`src/rtl/control_sequencer.sv`:
```
// Hardwired fetch/decode/execute control unit: steps T-states and emits one
// register-transfer control pattern per state, decoded from state and IR.
module control_sequencer #(
    parameter int OPW = 5,
    parameter int RIW = 4
) (
    input  logic            clk,
    input  logic            clr,
    input  logic            start,
    input  logic            mem_rdy,
    input  logic [31:0]     instr_in,
    output logic            busy,
    output logic            done,
    output logic            illegal,
    output logic            mem_read,
    output logic            inc_pc,
    output logic [8:0]      bus_src,
    output logic [RIW-1:0]  rf_read_idx,
    output logic [9:0]      wr_en,
    output logic            RF_enable,
    output logic [RIW-1:0]  RF_write,
    output logic [12:0]     alu_sel
);

    typedef enum logic [2:0] {
        S_IDLE, S_T0, S_T1, S_T2, S_T3, S_T4, S_T5, S_T6
    } state_t;

    localparam logic [OPW-1:0] OP_MUL = OPW'(4);
    localparam logic [OPW-1:0] OP_DIV = OPW'(5);
    localparam logic [OPW-1:0] OP_NEG = OPW'(11);
    localparam logic [OPW-1:0] OP_NOT = OPW'(12);
    localparam logic [OPW-1:0] OP_IN  = OPW'(13);
    localparam logic [OPW-1:0] OP_OUT = OPW'(14);
    localparam logic [OPW-1:0] OP_NOP = OPW'(15);

    state_t      state_q, state_d;
    logic [31:0] ir_q, ir_d;

    logic [OPW-1:0] opcode;
    logic [RIW-1:0] ra, rb, rc;
    logic           op_unary, op_muldiv, op_illegal;
    logic [12:0]    alu_dec;
    state_t         state_final;
    logic           unused_ir_bits;

    assign opcode = ir_q[31 -: OPW];
    assign ra     = ir_q[31-OPW -: RIW];
    assign rb     = ir_q[31-OPW-RIW -: RIW];
    assign rc     = ir_q[31-OPW-2*RIW -: RIW];
    assign unused_ir_bits = ^ir_q[31-OPW-3*RIW:0];

    assign op_unary   = (opcode == OP_NEG) || (opcode == OP_NOT);
    assign op_muldiv  = (opcode == OP_MUL) || (opcode == OP_DIV);
    assign op_illegal = (opcode > OP_NOP);

    // Opcodes 0..12 map directly onto the one-hot ALU select bit positions.
    genvar gi;
    generate
        for (gi = 0; gi < 13; gi++) begin : g_alu_dec
            assign alu_dec[gi] = (opcode == OPW'(gi));
        end
    endgenerate

    // Start held in a final state chains straight into the next fetch.
    assign state_final = start ? S_T0 : S_IDLE;

    always_ff @(posedge clk) begin
        if (clr) begin
            state_q <= S_IDLE;
            ir_q    <= '0;
        end else begin
            state_q <= state_d;
            ir_q    <= ir_d;
        end
    end

    always_comb begin
        state_d     = state_q;
        ir_d        = ir_q;
        busy        = (state_q != S_IDLE);
        done        = 1'b0;
        illegal     = 1'b0;
        mem_read    = 1'b0;
        inc_pc      = 1'b0;
        bus_src     = '0;
        rf_read_idx = '0;
        wr_en       = '0;
        RF_enable   = 1'b0;
        RF_write    = '0;
        alu_sel     = '0;

        case (state_q)
            S_IDLE: if (start) state_d = S_T0;
            S_T0: begin
                bus_src[0] = 1'b1;
                wr_en[2]   = 1'b1;
                wr_en[7]   = 1'b1;
                inc_pc     = 1'b1;
                state_d    = S_T1;
            end
            S_T1: begin
                mem_read   = 1'b1;
                bus_src[6] = 1'b1;
                wr_en[0]   = 1'b1;
                if (mem_rdy) begin
                    wr_en[1] = 1'b1;
                    ir_d     = instr_in;
                    state_d  = S_T2;
                end
            end
            S_T2: begin
                if (op_illegal) begin
                    illegal = 1'b1;
                    state_d = state_final;
                end else if (opcode == OP_NOP) begin
                    done    = 1'b1;
                    state_d = state_final;
                end else if (op_unary) begin
                    state_d = S_T4;
                end else begin
                    state_d = S_T3;
                end
            end
            S_T3: begin
                if (opcode == OP_IN) begin
                    bus_src[2] = 1'b1;
                    RF_enable  = 1'b1;
                    RF_write   = ra;
                    done       = 1'b1;
                    state_d    = state_final;
                end else if (opcode == OP_OUT) begin
                    bus_src[8]  = 1'b1;
                    rf_read_idx = ra;
                    wr_en[3]    = 1'b1;
                    done        = 1'b1;
                    state_d     = state_final;
                end else begin
                    bus_src[8]  = 1'b1;
                    rf_read_idx = rb;
                    wr_en[9]    = 1'b1;
                    state_d     = S_T4;
                end
            end
            S_T4: begin
                bus_src[8]  = 1'b1;
                rf_read_idx = op_unary ? rb : rc;
                alu_sel     = alu_dec;
                wr_en[7]    = 1'b1;
                wr_en[6]    = op_muldiv;
                state_d     = S_T5;
            end
            S_T5: begin
                bus_src[6] = 1'b1;
                if (op_muldiv) begin
                    wr_en[5] = 1'b1;
                    state_d  = S_T6;
                end else begin
                    RF_enable = 1'b1;
                    RF_write  = ra;
                    done      = 1'b1;
                    state_d   = state_final;
                end
            end
            S_T6: begin
                bus_src[5] = 1'b1;
                wr_en[4]   = 1'b1;
                done       = 1'b1;
                state_d    = state_final;
            end
            default: state_d = S_IDLE;
        endcase
    end

endmodule

```
`config.mk`:
```
export PLATFORM = sky130hd
export DESIGN_NAME = control_sequencer
export DESIGN_NICKNAME = d
export VERILOG_FILES = /design/src/rtl/control_sequencer.sv
export SDC_FILE = /design/constraint.sdc
export NUM_CORES = 1
export LEC_CHECK = 0
export BUFFER_PORTS_ARGS = -buffer_cell sky130_fd_sc_hd__buf_4
export CORE_AREA = 2 2 71 53
export CTS_CLUSTER_SIZE = 40
export DETAILED_ROUTE_END_ITERATION = 8
export DIE_AREA = 0 0 73 55
export HOLD_SLACK_MARGIN = 0.15
export PLACE_DENSITY = 0.78
export SYNTH_ARGS = -nofsm -noshare
export SYNTH_HDL_FRONTEND = slang
export SYNTH_SLANG_ARGS = --single-unit
```
`constraint.sdc`:
```
create_clock -name clk -period 1.9 [get_ports clk]
set_clock_uncertainty 0.05 [all_clocks]
set_input_delay 0.38 -clock clk [delete_from_list [all_inputs] [get_ports clk]]
set_output_delay 0.38 -clock clk [all_outputs]
set_load 0.02 [all_outputs]
```
==> results.cfg, run 1 <==
[final_layout]
n_antenna_cell = 0
final_cell_area_mm2 = 0.00245
final-seq-area_um2 = 414
nets = 321
fillers = 272
layout-drive-gt1-share_pct = 53.5
multi_input_area_mm2 = 0.00103
utilization_pct = 73.1
area_delta_synth_final_pct = 72.9

[cts]
cts_buffers = 3
cts.sinks = 20
htree_levels = 1
clk_path_buf_depth = 2
clk_pin_slew_worst_paths_ns = 0.07
clk_latency_ns = 0.26
cts_hold_buffers = 0
clock-root-buffer = clkbuf_8
cts_tree = done

[worst_setup_path]
endpoint_kind = output port
worstReg2RegStart = ir_q[31]
crit_type = reg -> out
cp_max_fo = 5
startpoint_type = register
cp.arrival_ns = 1.82
cp_data_required_time_ns = 1.47
crit_start = ir_q[31]

[status]
outcome = finished with violations
violations = negative setup slack

[place]
port_buffers = 61
place_ws_ns = -0.0742
dpl.hpwl_um = 3240
place_area_mm2 = 0.00205
place_congestion = 0.904

[synthesis]
synth_area_per_cell_um2 = 7.17
async_flop_share_pct = 0
synth-seq-area-share_pct = 28.2
syn_inst = 198
ys_seq_elements = 20
yosys.cell_count.top_type = nand2_1
synth_top_area_share_pct = 28.2
ys_top_cells_by_area = dfxtp_1 (28%), nand2_1 (13%), a21oi_1 (7.1%)
yosysWarningCount = 0
synth_edf_count = 0
synth_largest_area_cell = dfxtp_1
syn_area_mm2 = 0.00142
synth_ff_type = dfxtp_1
netlist_top_cells_count = nand2_1 (49), a21oi_1 (20), dfxtp_1 (20)
yosysUniqueCellTypes = 48

[timing]
setup_violations = 26
min_period_ns = 2.25
slew_viol_final = 0
final_hold_viol_count = 0
setup-tns-final_ns = -4.70
worst_slack_ns = -0.351
rsz0062_at_grt = yes
max_freq_mhz = 444
min_period_over_period_pct = 118
whs_ns = 0.305

[die]
num_rows = 18
die_h_um = 55
ios = 82
dieWidth_um = 73
dieArea_mm2 = 0.00402
core_mm2 = 0.00336
initial_core_util_pct = 42.3

[route]
ant_nets = 0
totalWireLength_um = 4630
dr.pass1.iters = 4
routed-via-count = 1706
vias_per_cell = 5.27
drc = 0
wire_per_inst_um = 14.3
drt-initial-drc-count = 89

[run]
cap_violations = 0

[grt]
grt_pass1_wl_um = 6890
track_usage_pct = 22.4
grt_start_max_net_pins = 21
grt_pass1_vias = 1532
antenna_found_initial = 0
overflow = 0

[pwr]
p_per_area_mw_per_mm2 = 506
peakVddDrop_v = 0.000395
p_leak_nw = 0.998

[hold_path]
min_from = instr_in[27]
hp-class = in -> reg
-- critical path, cell delays in order (launching register included) --
cell and delay (ns):
dfxtp_2 0.34, or4b_4 0.57, nand2_4 0.09, a211oi_4 0.08, or3_4 0.34, buf_6 0.14
-- power breakdown --
group	switching [mW]	internal (mW)
Combinational	0.198	0.166
Sequential	0.0152	0.438
Clock	0.144	0.281
-- cell type report --
class | instances | area share (%)
Clock buffer | 3 | 1.68
Clock inverter | 1 | 1.22
Inverter | 8 | 1.22
Multi-Input combinational cell | 152 | 41.9
Sequential cell | 20 | 16.9
Tap cell | 40 | 2.04
Timing Repair Buffer | 100 | 35.1
-- kinds of logic (layout without fill, tap and decap cells) --
kind of cell | Yosys count | count (layout) | share of synthesized area [%]
other | 1 | 5 | 0.264
AND/OR/NAND/NOR | 103 | 103 | 36.6
flip-flops | 20 | 20 | 28.2
AO/OA/AOI/OAI | 43 | 43 | 20.7
XOR/XNOR | 1 | 1 | 0.617
buffers and inverters | 30 | 112 | 13.6
-- path summary, 6_finish.rpt --
| check | endpoint | slack, ns | cells after the start |
|---|---|---|---|
| max | done | -0.35 | 5 |
| min | ir_q[27] | 0.31 | 3 |
| max reg2reg | state_q[2] | 0.07 | 6 |
| min reg2reg | ir_q[21] | 0.40 | 2 |
-- what timing repair did --
item / 4_1_cts / 5_1_grt
resized for setup: 33 / 37
gates cloned: 0 / 0
pin swaps: 15 / 10
hold endpoints to repair: 0 / 0
buffers inserted: 5 / 9
endpoints found under the setup margin: 31 / 37
-- placed cells by master (no fill, tap or decap), types with 2 or more instances in the layout --
master and count:
nand2_4 2, nand2b_1 3, nor4_4 2, nor2_4 5
dfxtp_4 2, inv_1 7, o211ai_1 4, nand3_2 2
nand3_1 2, nor3_1 2, buf_4 74, buf_6 24
dfxtp_2 5, nor2_1 13, nor3b_2 2, a21oi_1 20
nand2_2 4, o2111ai_1 4, dfxtp_1 13, clkbuf_8 3
or3_4 2, nand2_1 44, and2_4 3, nor3_4 2
nor3_2 4, conb_1 5
-- layer usage --
metal / part of all wire (%) / track usage [%] / vias to the layer above
li1: - / - / 833
met1: 40 / 27.9 / 772
met2: 51 / 41.0 / 89
met3: 7.6 / 4.71 / 12
met4: 1.4 / 4.01 / 0
met5: 0 / 0 / -
-- state kept, by name (all words and copies together) (netlist names) --
| signal | flops |
|---|---|
| ir_q | 17 |
| state_q | 3 |
-- through the flow --
step	std cells	total power, mW
4_1_cts	319	1.21
3_5_place_dp	310	0.770
5_1_grt	324	1.29
6_report	324	1.24
3_3_place_gp	310	0.764
2_1_floorplan	202	0.657
(Power assumes the default switching activity.)
==> run 2, diff against run 1 <==
Settings changed: CELL_PAD_IN_SITES_DETAIL_PLACEMENT set to 0, CELL_PAD_IN_SITES_GLOBAL_PLACEMENT set to 1, CORE_AREA 2 2 71 53 to 2 2 87 64, DIE_AREA 0 0 73 55 to 0 0 89 66, PLACE_DENSITY 0.78 to 0.77.
==> run 2 against run 1 <==
The flow still finishes with violations (negative setup slack). Combinational power down 2%. Die area up 46%. Total power down 0.27%. Setup slack better by 0.026 ns. Sequential share of layout area decreased by 0.33 points. Highest routed layer unchanged.
==> results.cfg, run 2 (same netlist as run 1, synthesis figures left out) <==
[grt]
grt_pass1_vias = 1563
track_usage_pct = 15.2
grt_pass1_wl_um = 7110
overflow = 0
antenna_found_initial = 0
grt_start_max_net_pins = 21

[die]
num_rows = 22
initial_core_util_pct = 28.0
dieArea_mm2 = 0.00587
die_h_um = 66
core_mm2 = 0.00506
ios = 82
dieWidth_um = 89

[cts]
cts_hold_buffers = 0
cts_buffers = 3
cts.sinks = 20
clock-root-buffer = clkbuf_8
htree_levels = 1
clk_latency_ns = 0.26
cts_tree = done
clk_pin_slew_worst_paths_ns = 0.08
clk_path_buf_depth = 2

[route]
totalWireLength_um = 4570
routed-via-count = 1648
ant_nets = 0
wire_per_inst_um = 12.9
drc = 0
drt-initial-drc-count = 92
vias_per_cell = 4.67
dr.pass1.iters = 4

[timing]
worst_slack_ns = -0.326
setup_violations = 27
rsz0062_at_grt = yes
final_hold_viol_count = 0
min_period_over_period_pct = 117
slew_viol_final = 0
max_freq_mhz = 449
min_period_ns = 2.23

[run]
cap_violations = 0

[worst_setup_path]
startpoint_type = register
r2r_setup_slack_ns = 0.09
endpoint_kind = output port
cp_data_required_time_ns = 1.47
cp_max_fo = 7
crit_type = reg -> out
cp.arrival_ns = 1.80

[status]
violations = negative setup slack
outcome = finished with violations

[final_layout]
layout_commonest_cell = buf_4
area_delta_synth_final_pct = 74.3
nets = 318
fillers = 530
largest_register_ffs = 17
layout_common_cells = buf_4 (77), nand2_1 (42), a21oi_1 (20)
regMostFlops = ir_q
n_antenna_cell = 0
top_regs = ir_q: 17 flops, state_q: 3 flops
layout-drive-gt1-share_pct = 54.1

[pwr]
p_leak_nw = 0.964
peakVddDrop_v = 0.000300
p_total_mw = 1.24
p_per_area_mw_per_mm2 = 501

[place]
place_ws_ns = -0.0691
dpl.hpwl_um = 3390
port_buffers = 61
place_congestion = 0.813

[hold_path]
hp-class = in -> reg
==> run 2: cell count changes in the layout (fill, tap and decap cells not counted), sizes merged <==
cell  delta
buf      -3
==> run 2: timing repair <==
item / CTS / global route
setup endpoints to repair: 31 / 36
gates resized for setup: 22 / 45
setup buffers: 3 / 2
pin swaps: 15 / 18
==> run 2: final cells by class <==
class,count,area (um^2),share of cell area [%]
clock inverter,1,30.0,1.21
sequential,20,409,16.5
timing repair buffer,97,820,33.1
multi-input combinational,152,1050,42.6
clock buffer,3,41.3,1.67
inverter,8,30.0,1.21
tap,72,90.1,3.64
==> run 2: report_power, final <==
part           total, mW  internal [mW]  switching [mW]
Clock              0.428          0.281           0.147
Sequential         0.455          0.440          0.0149
Combinational      0.356          0.162           0.194
Total               1.24          0.884           0.355
==> run 2: critical path, cell delays in order, from the launching register on <==
cell and delay, ns:
dfxtp_2 0.35, buf_12 0.14, xor2_1 0.15, buf_4 0.15, a21oi_4 0.16, o21ba_4 0.19, o211ai_1 0.21, buf_4 0.19
==> run 2: metal layers <==
metal / vias up / GRT usage [%] / share of wire (%)
met5: - / 0 / 0
li1: 837 / - / -
met3: 6 / 4.37 / 7.1
met4: 0 / 2.05 / 0.50
met1: 745 / 20.9 / 45
met2: 60 / 24.2 / 48
==> run 2: stage by stage <==
stage / instance area (um^2) / TNS, ns / hold slack, ns / utilization [%] / instances
after global placement: 2110 / -0.284 / 0.395 / 41.6 / 344
final: 2470 / -4.62 / 0.311 / 48.8 / 353
after CTS: 2290 / -4.92 / 0.305 / 45.3 / 351
after detailed placement: 2110 / -0.284 / 0.399 / 41.6 / 344
after global routing: 2470 / -6.48 / 0.311 / 48.8 / 353
after floorplan: 1480 / -0.571 / 0.386 / - / 202
==> run 2: path summary, 6_finish.rpt <==
check / startpoint / to / cells after the start
worst max-delay path: ir_q[27] / rf_read_idx[3] / 7
worst min-delay path: instr_in[24] / ir_q[24] / 3
worst max register to register: ir_q[28] / state_q[2] / 7
worst min register to register: ir_q[18] / ir_q[18] / 2
==> run 3, diff against run 2 <==
Settings changed: BUFFER_PORTS_ARGS -buffer_cell sky130_fd_sc_hd__buf_4 to -buffer_cell sky130_fd_sc_hd__buf_2, CORE_AREA 2 2 87 64 to 4 4 89 66, DIE_AREA 0 0 89 66 to 0 0 93 70.
==> run 3 against run 2 <==
The run still ends with negative setup slack left. Clock power up 1%. Sequential power is essentially flat. Flip-flop and latch count unchanged. Total power decreased by 0.46%. Largest cell class unchanged. Highest routed layer unchanged.
==> results.cfg, run 3 (same netlist as run 1, synthesis figures left out) <==
[cts]
clock-root-buffer = clkbuf_8
clk_latency_ns = 0.26
cts_tree = done
cts.sinks = 20
htree_levels = 1
clk_pin_slew_worst_paths_ns = 0.08
clk_path_buf_depth = 2
cts_buffers = 3

[status]
violations = negative setup slack
outcome = finished with violations

[grt]
grt_pass1_wl_um = 7520
antenna_found_initial = 0
grt_pass1_vias = 1624
grt_start_max_net_pins = 21
overflow = 0
track_usage_pct = 14.1

[worst_setup_path]
crit_type = reg -> out
cp.arrival_ns = 1.80
cp_data_required_time_ns = 1.47
crit_end = done
reg2reg_to = state_q[0]
startpoint_type = register
ff2ff_path_depth = 6
worstReg2RegStart = ir_q[27]
cp_max_fo = 5
r2r_setup_slack_ns = 0.08
endpoint_kind = output port
crit_start = ir_q[31]

[route]
drc = 0
vias_per_cell = 4.55
ant_nets = 0
dr.pass1.iters = 4
routed-via-count = 1669
drt-initial-drc-count = 79
wire_per_inst_um = 13.4
totalWireLength_um = 4920

[final_layout]
multi_input_area_mm2 = 0.00106
n_antenna_cell = 0
final-seq-area_um2 = 413
layout_common_cells = buf_4 (55), nand2_1 (45), buf_2 (31)
top_regs = ir_q: 17 flops, state_q: 3 flops
layout-drive-gt1-share_pct = 57.3
nets = 332
fillers = 511
final_cell_area_mm2 = 0.00251
regMostFlops = ir_q
largest_register_ffs = 17
layout_commonest_cell = buf_4
area_delta_synth_final_pct = 77.2

[place]
place_congestion = 0.795
port_buffers = 61
dpl.hpwl_um = 3440
place_area_mm2 = 0.00194

[timing]
final_hold_viol_count = 0
min_period_over_period_pct = 117
rsz0062_at_grt = yes
max_freq_mhz = 449
slew_viol_final = 0
setup_violations = 26
min_period_ns = 2.23
worst_slack_ns = -0.326

[pwr]
peakVddDrop_v = 0.000363
p_leak_nw = 1.03
p_total_mw = 1.23
p_per_area_mw_per_mm2 = 491

[die]
core_mm2 = 0.00506
initial_core_util_pct = 28.0
num_rows = 22
die_h_um = 70
dieArea_mm2 = 0.00651
ios = 82
dieWidth_um = 93

[hold_path]
hp-class = in -> reg

[run]
cap_violations = 0
[run 3: cell count changes in the layout (fill, tap and decap cells not counted), moves of 2 or more]
cell       delta
buf_4        -22
nor2_2        -2
nor2_1        +2
and2_4        +2
nand2_2       -3
buf_2        +31
nand2_1       +3
o2111ai_2     +4
and2_1        -2
buf_6         +7
o2111ai_1     -4
[run 3: layout make-up]
| class | count | area share (%) |
|---|---|---|
| multi-input combinational | 152 | 42.0 |
| timing repair buffer | 111 | 33.9 |
| sequential | 20 | 16.4 |
| tap | 72 | 3.58 |
| clock buffer | 3 | 1.64 |
| clock inverter | 1 | 1.19 |
| inverter | 8 | 1.19 |
[run 3: routing by layer]
metal  vias to the layer above  track usage [%]  part of all wire [%]
met2                        57             23.6                    48
met5                         -                0                     0
met1                       754             17.9                    45
met3                         4             3.98                   6.3
met4                         0             3.25                   1.2
li1                        854                -                     -
[run 3: worst min path at each step]
stage                             from       end  slack [ns]  cells past startpoint
after detailed placement      ir_q[21]  ir_q[21]        0.40                      2
after global placement        ir_q[21]  ir_q[21]        0.39                      2
after global routing      instr_in[21]  ir_q[21]        0.29                      3
final                     instr_in[25]  ir_q[25]        0.29                      3
after floorplan               ir_q[19]  ir_q[19]        0.39                      2
after CTS                 instr_in[25]  ir_q[25]        0.29                      3
[run 3: power breakdown]
part / switching, mW / total, mW / internal, mW
registers: 0.0152 / 0.455 / 0.440
logic: 0.198 / 0.346 / 0.148
clock network: 0.151 / 0.433 / 0.281
[run 3: stage by stage]
stage	cells	setup WS [ns]	TNS [ns]	hold slack, ns	utilization [%]
after floorplan	202	-0.0948	-0.571	0.386	-
after global placement	343	-0.0752	-0.376	0.394	38.2
after detailed placement	343	-0.0904	-0.434	0.398	38.2
after CTS	354	-0.307	-4.06	0.287	44.4
after global routing	367	-0.416	-6.47	0.292	49.6
final	367	-0.326	-4.27	0.293	49.6
[run 3: critical path, cell delays in order, from the launching register on]
cell,delay (ns)
dfxtp_2,0.34
or4b_4,0.56
nand2_4,0.08
a211oi_4,0.08
or3_4,0.34
buf_6,0.14
[run 3: timing repair]
action	4_1_cts	5_1_grt
setup endpoints to repair	31	34
pin swaps	15	11
resized for setup	58	47
buffers inserted	7	13
hold buffers	0	0
endpoints found under the hold margin	0	0
